--- src/rtl/wb_stream_buffer_pkg.sv ---
// -----------------------------------------------------------------------------
// wb_pkg : shared definitions for the weight-buffer stream stage.
//
// Contents
//   wb_stream_state_t : FSM state encoding (IDLE, FETCH, STREAM, DONE)
//   WB_WORD_WIDTH     : default SRAM word width
//   WB_ELEM_WIDTH     : default element width
//   words_for_elems() : number of SRAM words needed to hold n elements
// -----------------------------------------------------------------------------
package wb_pkg;

   typedef enum logic [1:0] {
      IDLE   = 2'd0,
      FETCH  = 2'd1,
      STREAM = 2'd2,
      DONE   = 2'd3
   } wb_stream_state_t;

   localparam int WB_WORD_WIDTH = 32;
   localparam int WB_ELEM_WIDTH = 8;

   // ceil(n / elems_per_word), written without n + epw - 1 so that it
   // cannot overflow for element counts close to 2^32.
   function automatic logic [31:0] words_for_elems(
      input logic [31:0] n,
      input int unsigned elems_per_word = WB_WORD_WIDTH / WB_ELEM_WIDTH
   );
      logic [31:0] epw;
      epw = elems_per_word;
      words_for_elems = (n / epw) + (((n % epw) != 32'd0) ? 32'd1 : 32'd0);
   endfunction

endpackage

--- src/rtl/wb_stream_buffer_if.sv ---
// -----------------------------------------------------------------------------
// wb_stream_buffer_if : bus bundle between the weight-buffer stream stage,
// its SRAM controller and the PE-side element consumer.
//
// Signals
//   start, num_elems            : stream launch request and element count
//   word_read, word_counter     : SRAM word request and its word index
//   word_ready, sram_word_in    : SRAM return pulse and shared read data
//   elem_valid, elem_data,
//   elem_ready                  : element valid/ready stream to the PE
//   busy, done                  : status
//
// Modports
//   slave  : the stream-buffer side (wb_stream_buffer)
//   master : the environment side (controller, consumer, sequencer)
// -----------------------------------------------------------------------------
interface wb_stream_buffer_if
   import wb_pkg::*;
#(
   parameter int WORD_WIDTH = WB_WORD_WIDTH,
   parameter int ELEM_WIDTH = WB_ELEM_WIDTH
) ();

   logic                  start;
   logic [31:0]           num_elems;
   logic                  word_read;
   logic [31:0]           word_counter;
   logic                  word_ready;
   logic [WORD_WIDTH-1:0] sram_word_in;
   logic                  elem_valid;
   logic [ELEM_WIDTH-1:0] elem_data;
   logic                  elem_ready;
   logic                  busy;
   logic                  done;

   modport slave (
      input  start, num_elems, word_ready, sram_word_in, elem_ready,
      output word_read, word_counter, elem_valid, elem_data, busy, done
   );

   modport master (
      output start, num_elems, word_ready, sram_word_in, elem_ready,
      input  word_read, word_counter, elem_valid, elem_data, busy, done
   );

endinterface

--- src/rtl/wb_stream_buffer_serializer.sv ---
// -----------------------------------------------------------------------------
// wb_word_serializer : holds one SRAM word and presents it element by element
// (element 0 in the LSBs) on a valid/ready interface.
//
// Ports
//   clock, reset   : clock, synchronous active-high reset
//   load_i         : load word_i, restart at element 0, raise valid
//   word_i         : word to load
//   stop_i         : drop valid (ignored when load_i is high)
//   elem_ready_i   : consumer ready
//   elem_valid_o   : element valid
//   elem_data_o    : current element
//   fire_o         : handshake this cycle (valid && ready)
//   last_o         : current element is the top element of the word
// -----------------------------------------------------------------------------
module wb_word_serializer
   import wb_pkg::*;
#(
   parameter int WORD_WIDTH = WB_WORD_WIDTH,
   parameter int ELEM_WIDTH = WB_ELEM_WIDTH
) (
   input  logic                  clock,
   input  logic                  reset,
   input  logic                  load_i,
   input  logic [WORD_WIDTH-1:0] word_i,
   input  logic                  stop_i,
   input  logic                  elem_ready_i,
   output logic                  elem_valid_o,
   output logic [ELEM_WIDTH-1:0] elem_data_o,
   output logic                  fire_o,
   output logic                  last_o
);

   localparam int ELEMS_PER_WORD = WORD_WIDTH / ELEM_WIDTH;
   localparam int IDX_W          = (ELEMS_PER_WORD > 1) ? $clog2(ELEMS_PER_WORD) : 1;

   logic [WORD_WIDTH-1:0] word_q;
   logic [IDX_W-1:0]      elem_idx_q;
   logic                  elem_valid_q;
   logic [ELEM_WIDTH-1:0] elems [ELEMS_PER_WORD];

   for (genvar gi = 0; gi < ELEMS_PER_WORD; gi++) begin : g_elem
      assign elems[gi] = word_q[gi*ELEM_WIDTH +: ELEM_WIDTH];
   end

   assign elem_valid_o = elem_valid_q;
   assign elem_data_o  = elems[elem_idx_q];
   assign fire_o       = elem_valid_q && elem_ready_i;
   assign last_o       = (elem_idx_q == IDX_W'(ELEMS_PER_WORD - 1));

   always_ff @(posedge clock) begin
      if (reset) begin
         word_q       <= '0;
         elem_idx_q   <= '0;
         elem_valid_q <= 1'b0;
      end else begin
         // The index wraps naturally at the word boundary because
         // ELEMS_PER_WORD is a power of two.
         if (fire_o) begin
            elem_idx_q <= elem_idx_q + IDX_W'(1);
         end
         if (load_i) begin
            word_q       <= word_i;
            elem_idx_q   <= '0;
            elem_valid_q <= 1'b1;
         end else if (stop_i) begin
            elem_valid_q <= 1'b0;
         end
      end
   end

endmodule

--- src/rtl/wb_stream_buffer.sv ---
// -----------------------------------------------------------------------------
// wb_stream_buffer : per-channel weight-buffer stream stage. Fetches SRAM
// words through a read/ready handshake and serializes them into elements
// for the PE datapath.
//
// Ports
//   clock, reset : clock, synchronous active-high reset
//   bus          : wb_stream_buffer_if.slave (start/num_elems, word_read/
//                  word_counter, word_ready/sram_word_in, elem_valid/
//                  elem_data/elem_ready, busy/done)
//
// Build option
//   WB_STREAM_PREFETCH_EN : adds a one-word prefetch slot so the next word is
//   requested while the current one drains; a full slot is promoted to the
//   active word at the boundary with no bubble. Undefined: every word
//   boundary goes through FETCH.
// -----------------------------------------------------------------------------
module wb_stream_buffer
   import wb_pkg::*;
#(
   parameter int WORD_WIDTH = WB_WORD_WIDTH,
   parameter int ELEM_WIDTH = WB_ELEM_WIDTH
) (
   input  logic                 clock,
   input  logic                 reset,
   wb_stream_buffer_if.slave    bus
);

   wb_stream_state_t      state_q;
   logic                  word_read_q;
   logic [31:0]           word_counter_q;
   logic [31:0]           remaining_q;
   logic                  busy_q;
   logic                  done_q;

   logic                  capture;
   logic                  at_end;
   logic                  at_boundary;
   logic                  ser_load;
   logic                  ser_stop;
   logic                  ser_fire;
   logic                  ser_last;
   logic [WORD_WIDTH-1:0] ser_word;

   // A return pulse only counts while a request is outstanding; stale pulses
   // and pulses after a reset are dropped here.
   assign capture     = word_read_q && bus.word_ready;
   assign at_end      = ser_fire && (remaining_q == 32'd1);
   assign at_boundary = ser_fire && ser_last && (remaining_q != 32'd1);

`ifdef WB_STREAM_PREFETCH_EN
   localparam int ELEMS_PER_WORD = WORD_WIDTH / ELEM_WIDTH;

   logic [WORD_WIDTH-1:0] slot_q;
   logic                  slot_full_q;
   logic [31:0]           total_words_q;

   // At a boundary the next word comes from the slot, or straight from the
   // SRAM when it happens to land on that very edge.
   assign ser_load = ((state_q == FETCH) && capture)
                   || (at_boundary && (slot_full_q || capture));
   assign ser_word = slot_full_q ? slot_q : bus.sram_word_in;
`else
   assign ser_load = (state_q == FETCH) && capture;
   assign ser_word = bus.sram_word_in;
`endif

   assign ser_stop = at_end || (at_boundary && !ser_load);

   wb_word_serializer #(
      .WORD_WIDTH (WORD_WIDTH),
      .ELEM_WIDTH (ELEM_WIDTH)
   ) u_serializer (
      .clock        (clock),
      .reset        (reset),
      .load_i       (ser_load),
      .word_i       (ser_word),
      .stop_i       (ser_stop),
      .elem_ready_i (bus.elem_ready),
      .elem_valid_o (bus.elem_valid),
      .elem_data_o  (bus.elem_data),
      .fire_o       (ser_fire),
      .last_o       (ser_last)
   );

   assign bus.word_read    = word_read_q;
   assign bus.word_counter = word_counter_q;
   assign bus.busy         = busy_q;
   assign bus.done         = done_q;

   always_ff @(posedge clock) begin
      if (reset) begin
         state_q        <= IDLE;
         word_read_q    <= 1'b0;
         word_counter_q <= '0;
         remaining_q    <= '0;
         busy_q         <= 1'b0;
         done_q         <= 1'b0;
`ifdef WB_STREAM_PREFETCH_EN
         slot_q         <= '0;
         slot_full_q    <= 1'b0;
         total_words_q  <= '0;
`endif
      end else begin
         case (state_q)
            IDLE, DONE: begin
               if (bus.start) begin
                  if (bus.num_elems == 32'd0) begin
                     state_q <= DONE;
                     done_q  <= 1'b1;
                     busy_q  <= 1'b0;
                  end else begin
                     state_q        <= FETCH;
                     remaining_q    <= bus.num_elems;
                     word_counter_q <= '0;
                     word_read_q    <= 1'b1;
                     busy_q         <= 1'b1;
                     done_q         <= 1'b0;
`ifdef WB_STREAM_PREFETCH_EN
                     slot_full_q    <= 1'b0;
                     total_words_q  <= words_for_elems(bus.num_elems, ELEMS_PER_WORD);
`endif
                  end
               end
            end

            FETCH: begin
               if (capture) begin
                  word_read_q    <= 1'b0;
                  word_counter_q <= word_counter_q + 32'd1;
                  state_q        <= STREAM;
               end
            end

            STREAM: begin
`ifdef WB_STREAM_PREFETCH_EN
               if (capture) begin
                  word_counter_q <= word_counter_q + 32'd1;
                  word_read_q    <= 1'b0;
                  // On a boundary edge the word goes straight to the
                  // serializer instead of the slot.
                  if (!at_boundary) begin
                     slot_q      <= bus.sram_word_in;
                     slot_full_q <= 1'b1;
                  end
               end else if (!slot_full_q && !word_read_q
                            && (word_counter_q < total_words_q)) begin
                  word_read_q <= 1'b1;
               end
               if (at_boundary && slot_full_q) begin
                  slot_full_q <= 1'b0;
               end
               if (at_boundary && !slot_full_q && !capture) begin
                  state_q     <= FETCH;
                  word_read_q <= 1'b1;
               end
`else
               if (at_boundary) begin
                  state_q     <= FETCH;
                  word_read_q <= 1'b1;
               end
`endif
               if (ser_fire) begin
                  remaining_q <= remaining_q - 32'd1;
               end
               if (at_end) begin
                  state_q     <= DONE;
                  word_read_q <= 1'b0;
                  busy_q      <= 1'b0;
                  done_q      <= 1'b1;
               end
            end

            default: state_q <= IDLE;
         endcase
      end
   end

endmodule
--- src/flat_wrapper.sv ---
// flat-port wrapper written by rule: the top's interface ports become plain ports
module wb_stream_buffer_flat import wb_pkg::*;
#(
   parameter int WORD_WIDTH = WB_WORD_WIDTH,
   parameter int ELEM_WIDTH = WB_ELEM_WIDTH
)
  (clock, reset, bus_start, bus_num_elems, bus_word_ready, bus_sram_word_in, bus_elem_ready, bus_word_read, bus_word_counter, bus_elem_valid, bus_elem_data, bus_busy, bus_done);
  wb_stream_buffer_if #(.WORD_WIDTH(WORD_WIDTH), .ELEM_WIDTH(ELEM_WIDTH)) bus_i ();
  input  logic clock;
  input  logic reset;
  input wire logic [$bits(bus_i.start)-1:0] bus_start;
  input wire logic [$bits(bus_i.num_elems)-1:0] bus_num_elems;
  input wire logic [$bits(bus_i.word_ready)-1:0] bus_word_ready;
  input wire logic [$bits(bus_i.sram_word_in)-1:0] bus_sram_word_in;
  input wire logic [$bits(bus_i.elem_ready)-1:0] bus_elem_ready;
  output wire logic [$bits(bus_i.word_read)-1:0] bus_word_read;
  output wire logic [$bits(bus_i.word_counter)-1:0] bus_word_counter;
  output wire logic [$bits(bus_i.elem_valid)-1:0] bus_elem_valid;
  output wire logic [$bits(bus_i.elem_data)-1:0] bus_elem_data;
  output wire logic [$bits(bus_i.busy)-1:0] bus_busy;
  output wire logic [$bits(bus_i.done)-1:0] bus_done;
  assign bus_i.start = bus_start;
  assign bus_i.num_elems = bus_num_elems;
  assign bus_i.word_ready = bus_word_ready;
  assign bus_i.sram_word_in = bus_sram_word_in;
  assign bus_i.elem_ready = bus_elem_ready;
  assign bus_word_read = bus_i.word_read;
  assign bus_word_counter = bus_i.word_counter;
  assign bus_elem_valid = bus_i.elem_valid;
  assign bus_elem_data = bus_i.elem_data;
  assign bus_busy = bus_i.busy;
  assign bus_done = bus_i.done;
  wb_stream_buffer #(.WORD_WIDTH(WORD_WIDTH), .ELEM_WIDTH(ELEM_WIDTH)) u_core (.clock(clock), .reset(reset), .bus(bus_i));
endmodule
--- config.mk ---
export PLATFORM = sky130hd
export DESIGN_NAME = wb_stream_buffer_flat
export DESIGN_NICKNAME = d
export VERILOG_FILES = /design/src/rtl/wb_stream_buffer_pkg.sv /design/src/rtl/wb_stream_buffer_if.sv /design/src/rtl/wb_stream_buffer_serializer.sv /design/src/rtl/wb_stream_buffer.sv /design/src/flat_wrapper.sv
export SDC_FILE = /design/constraint.sdc
export NUM_CORES = 1
export LEC_CHECK = 0
export CAP_MARGIN = 10
export CELL_PAD_IN_SITES_DETAIL_PLACEMENT = 1
export CELL_PAD_IN_SITES_GLOBAL_PLACEMENT = 2
export CORE_MARGIN = 1
export CORE_UTILIZATION = 31
export CTS_CLUSTER_DIAMETER = 200
export CTS_CLUSTER_SIZE = 12
export DETAILED_ROUTE_END_ITERATION = 7
export PLACE_DENSITY_LB_ADDON = 0.25
export SYNTH_ARGS = -nofsm -noshare
export SYNTH_HDL_FRONTEND = slang
export SYNTH_SLANG_ARGS = --single-unit
--- constraint.sdc ---
create_clock -name clock -period 2.55 [get_ports clock]
set_input_delay 0.6375 -clock clock [delete_from_list [all_inputs] [get_ports clock]]
set_output_delay 0.6375 -clock clock [all_outputs]
set_load 0.01 [all_outputs]
==> impl_metrics.py, run 1 <==
metrics = {
    "drt": {
        "wl_um": 21700,
        "vias": 6546,
        "wl_per_cell_um": 18.3,
        "drc": 0,
        "drt_pass1_iterations": 4,
        "first_iter_violations": 339,
        "via_per_inst": 5.52,
        "drtAntennaViolNets": 0,
    },
    "critical_path": {
        "cp_slowest_cell": "mux4_2",
        "start_kind": "flop",
        "r2r-end": "u_core.remaining_q[24]",
        "r2r_slack_ns": 0.26,
        "required_ns": 1.91,
        "slowest_delay_ns": 0.50,
        "crit_chain": "buf_6 -> mux4_2 -> clkdlybuf4s50_1",
        "cp.arrival_ns": 1.86,
        "r2r_cells": 11,
        "crit_type": "flop to output pin",
        "end_kind": "output pin",
        "crit_fanout": 8,
        "reg2reg_from": "u_core.state_q[0]",
    },
    "placed_design": {
        "dpl-instance-area_sq_mm": 0.00805,
        "hpwl_um": 15800,
        "place_congestion": 0.849,
        "portBuffers": 112,
    },
    "clocking": {
        "path_clk_slew_ns": 0.07,
        "cts_max_path_buffers": 2,
        "cts.sinks": 104,
        "cts_tree": "built",
        "hold_buffers": 0,
        "numCtsBuffers": 9,
        "root_buffer": "clkbuf_16",
        "clkLatencyLatePin_ns": 0.36,
        "h-tree-depth": 3,
    },
    "floorplan": {
        "initial_core_util_pct": 31.5,
        "core_area_sq_mm": 0.0194,
        "die_area_sq_mm": 0.0203,
        "rows": 51,
        "die-width_um": 143,
        "die_y_um": 143,
        "io_pins": 113,
    },
    "cells_and_area": {
        "fillers": 2352,
        "diodes": 0,
        "fin_nets": 991,
        "fin_util_pct": 43.3,
        "drive_gt1_share_pct": 15.8,
        "final_area_sq_mm": 0.00839,
        "syn_to_final_growth_pct": 37.2,
    },
    "synth": {
        "synth_nets": 841,
        "synth_common_cells": "nand2_1 (107), dfxtp_1 (104), a21oi_1 (76), nand3_1 (54), clkbuf_1 (43)",
        "synth_top_area_share_pct": 34.0,
        "postSynth.asyncResetShare_pct": 0,
        "yosysMostFrequentCell": "nand2_1",
        "yosys_register_bits": 104,
        "synth_edf_count": 0,
        "yosys.cell_types.count": 65,
        "synth_area_leaders": "dfxtp_1 (34%), nand2_1 (6.6%), a21oi_1 (6.2%)",
        "yosys.area.top_type": "dfxtp_1",
        "synth_warnings": 0,
        "synth-seq-area-share_pct": 34.0,
        "synth_area_per_cell_sq_um": 8.00,
        "syn-instance-count": 765,
        "netlist_area_sq_mm": 0.00612,
        "synth-main-ff-cell": "dfxtp_1",
    },
    "power": {
        "total_leakage_power_nw": 2.93,
        "internal_power_mw": 4.36,
        "comb_power_share_pct": 54.2,
        "p_switching_mw": 3.59,
        "p_per_area_mw_per_mm2": 947,
        "p_seq_share_pct": 28.6,
        "clkPwrFrac_pct": 17.1,
        "swShare_pct": 45.1,
        "irDropWorstVdd_mv": 0.496,
    },
    "sta": {
        "relSlewSlack_pct": 49.7,
        "slew_viol_final": 0,
        "fmax_ghz": 0.401,
        "period_share_pct": 97.8,
        "tightest_slew_ns": 0.755,
        "hold_violations": 0,
        "finClkSkew_ns": 0.0130,
        "rsz0062_at_grt": "false",
        "setup_viol": 0,
        "fin_crit_ns": 2.49,
    },
    "global_route": {
        "grt_use_total_pct": 21.9,
        "grt_pass1_vias": 6828,
        "grt-ovfl-total": 0,
        "grt_max_degree": 66,
        "grt_pass1_wl_um": 35300,
        "grt_antenna_before_repair": 0,
    },
    "run_status": {
        "status": "complete, no violations",
    },
    "worst_hold_path": {
        "hold_class": "flop to flop",
        "holdCritStartpoint": "u_core.u_serializer.word_q[31]",
        "min_delay_path_depth": 2,
        "hold_path_end": "u_core.u_serializer.word_q[31]",
    },
    "flow_run": {
        "max_cap_viol_count": 0,
    },
}
==> cell type report <==
cell class                      instances  area [sq um]  area share, %
Inverter                               18          67.6          0.805
Multi-Input combinational cell        582          3780           45.0
Clock buffer                           10           229           2.73
Clock inverter                          6          50.0          0.596
Timing Repair Buffer                  200          1850           22.1
Tap cell                              265           332           3.95
Sequential cell                       104          2080           24.8
==> placed cells by master, fill, tap and decap left out, types with 11 or more instances in the layout <==
| cell | n |
|---|---|
| clkdlybuf4s50_1 | 106 |
| dfxtp_1 | 102 |
| buf_4 | 81 |
| nor4_1 | 13 |
| nand3_1 | 54 |
| a21oi_1 | 76 |
| inv_1 | 16 |
| a22oi_1 | 11 |
| o21ai_0 | 12 |
| nor2_1 | 38 |
| nand2_1 | 107 |
| o32ai_1 | 19 |
| mux2i_1 | 33 |
| nand4_1 | 25 |
| nor3_1 | 24 |
| nand3b_1 | 27 |
==> cell families after synthesis <==
logic type / count (synthesis) / synth area share (%)
fa+ha+maj: 7 / 1.43
buf+inv: 79 / 5.11
compound gates: 197 / 22.2
mux: 41 / 8.34
flops: 104 / 34.0
xor+xnor: 1 / 0.143
simple gates: 336 / 28.7
==> metrics by stage <==
step	setup WS, ns	hold WS (ns)	power, mW	setup TNS, ns	std cells
global placement	-0.440	0.440	6.42	-25.60	1167
detailed placement	-0.444	0.449	6.56	-23.68	1167
global route	0.00516	0.479	8.49	0	1185
CTS	0.00466	0.459	7.94	0	1185
finish	0.0573	0.459	7.95	0	1185
floorplan	0.410	0.433	4.88	0	765
==> metal layers <==
metal	track usage (%)	vias to the layer above	routed length [um]
met1	29.4	3196	10300
li1	-	3184	-
met4	7.24	0	370
met5	0	-	0
met3	2.83	28	1000
met2	36.2	138	10000
==> power by group through the flow <==
stage / logic, mW / registers, mW / clock network [mW]
4_1_cts: 4.27 / 2.27 / 1.41
2_1_floorplan: 2.68 / 2.20 / 0
3_3_place_gp: 4.14 / 2.28 / 0
5_1_grt: 4.70 / 2.32 / 1.47
3_5_place_dp: 4.25 / 2.31 / 0
6_report: 4.31 / 2.28 / 1.36
==> how the worst max path moves through the flow <==
stage,startpoint,endpoint,slack [ns],cells after the start
after floorplan,bus_num_elems[16],u_core.remaining_q[26],0.41,6
after global placement,bus_num_elems[1],u_core.remaining_q[15],-0.44,8
after detailed placement,bus_num_elems[1],u_core.remaining_q[17],-0.44,8
after CTS,bus_num_elems[19],u_core.remaining_q[17],0.005,8
after global routing,u_core.u_serializer.elem_idx_q[1],bus_elem_data[6],0.005,3
final,u_core.u_serializer.elem_idx_q[1],bus_elem_data[7],0.06,3
==> registers in the layout, summed over array words and instances (netlist names) <==
register,flops
u_core.u_serializer.word_q,32
u_core.bus.done,1
u_core.u_serializer.elem_idx_q,2
u_core.bus.word_read,1
u_core.bus.busy,1
u_core.bus.word_counter,32
u_core.u_serializer.elem_valid_o,1
u_core.remaining_q,32
u_core.state_q,2
==> worst max-delay path: cells and delay by family, from the launching register on <==
| family | cells | cell delay [ns] |
|---|---|---|
| buf+inv | 2 | 0.65 |
| mux | 1 | 0.50 |
| flops | 1 | 0.36 |
==> what timing repair did <==
item	CTS	global route
endpoints found under the setup margin	30	55
resized for setup	6	9
pin swaps	0	1
setup buffers	2	0
(Power assumes the default switching activity.)
==> inputs of run 2 (changes only) <==
--- a/config.mk
+++ b/config.mk
@@ -14,6 +14,7 @@
 export CTS_CLUSTER_SIZE = 12
 export DETAILED_ROUTE_END_ITERATION = 7
 export PLACE_DENSITY_LB_ADDON = 0.25
+export SKIP_LAST_GASP = 1
 export SYNTH_ARGS = -nofsm -noshare
 export SYNTH_HDL_FRONTEND = slang
 export SYNTH_SLANG_ARGS = --single-unit
==> results of run 2 <==
No change in the layout: final DEF, timing and power equal those of run 1.
==> inputs of run 3 (changes only) <==
--- a/config.mk
+++ b/config.mk
@@ -14,7 +14,6 @@
 export CTS_CLUSTER_SIZE = 12
 export DETAILED_ROUTE_END_ITERATION = 7
 export PLACE_DENSITY_LB_ADDON = 0.25
-export SKIP_LAST_GASP = 1
 export SYNTH_ARGS = -nofsm -noshare
 export SYNTH_HDL_FRONTEND = slang
 export SYNTH_SLANG_ARGS = --single-unit
==> results of run 3 <==
No change in the layout: final DEF, timing and power equal those of run 1.
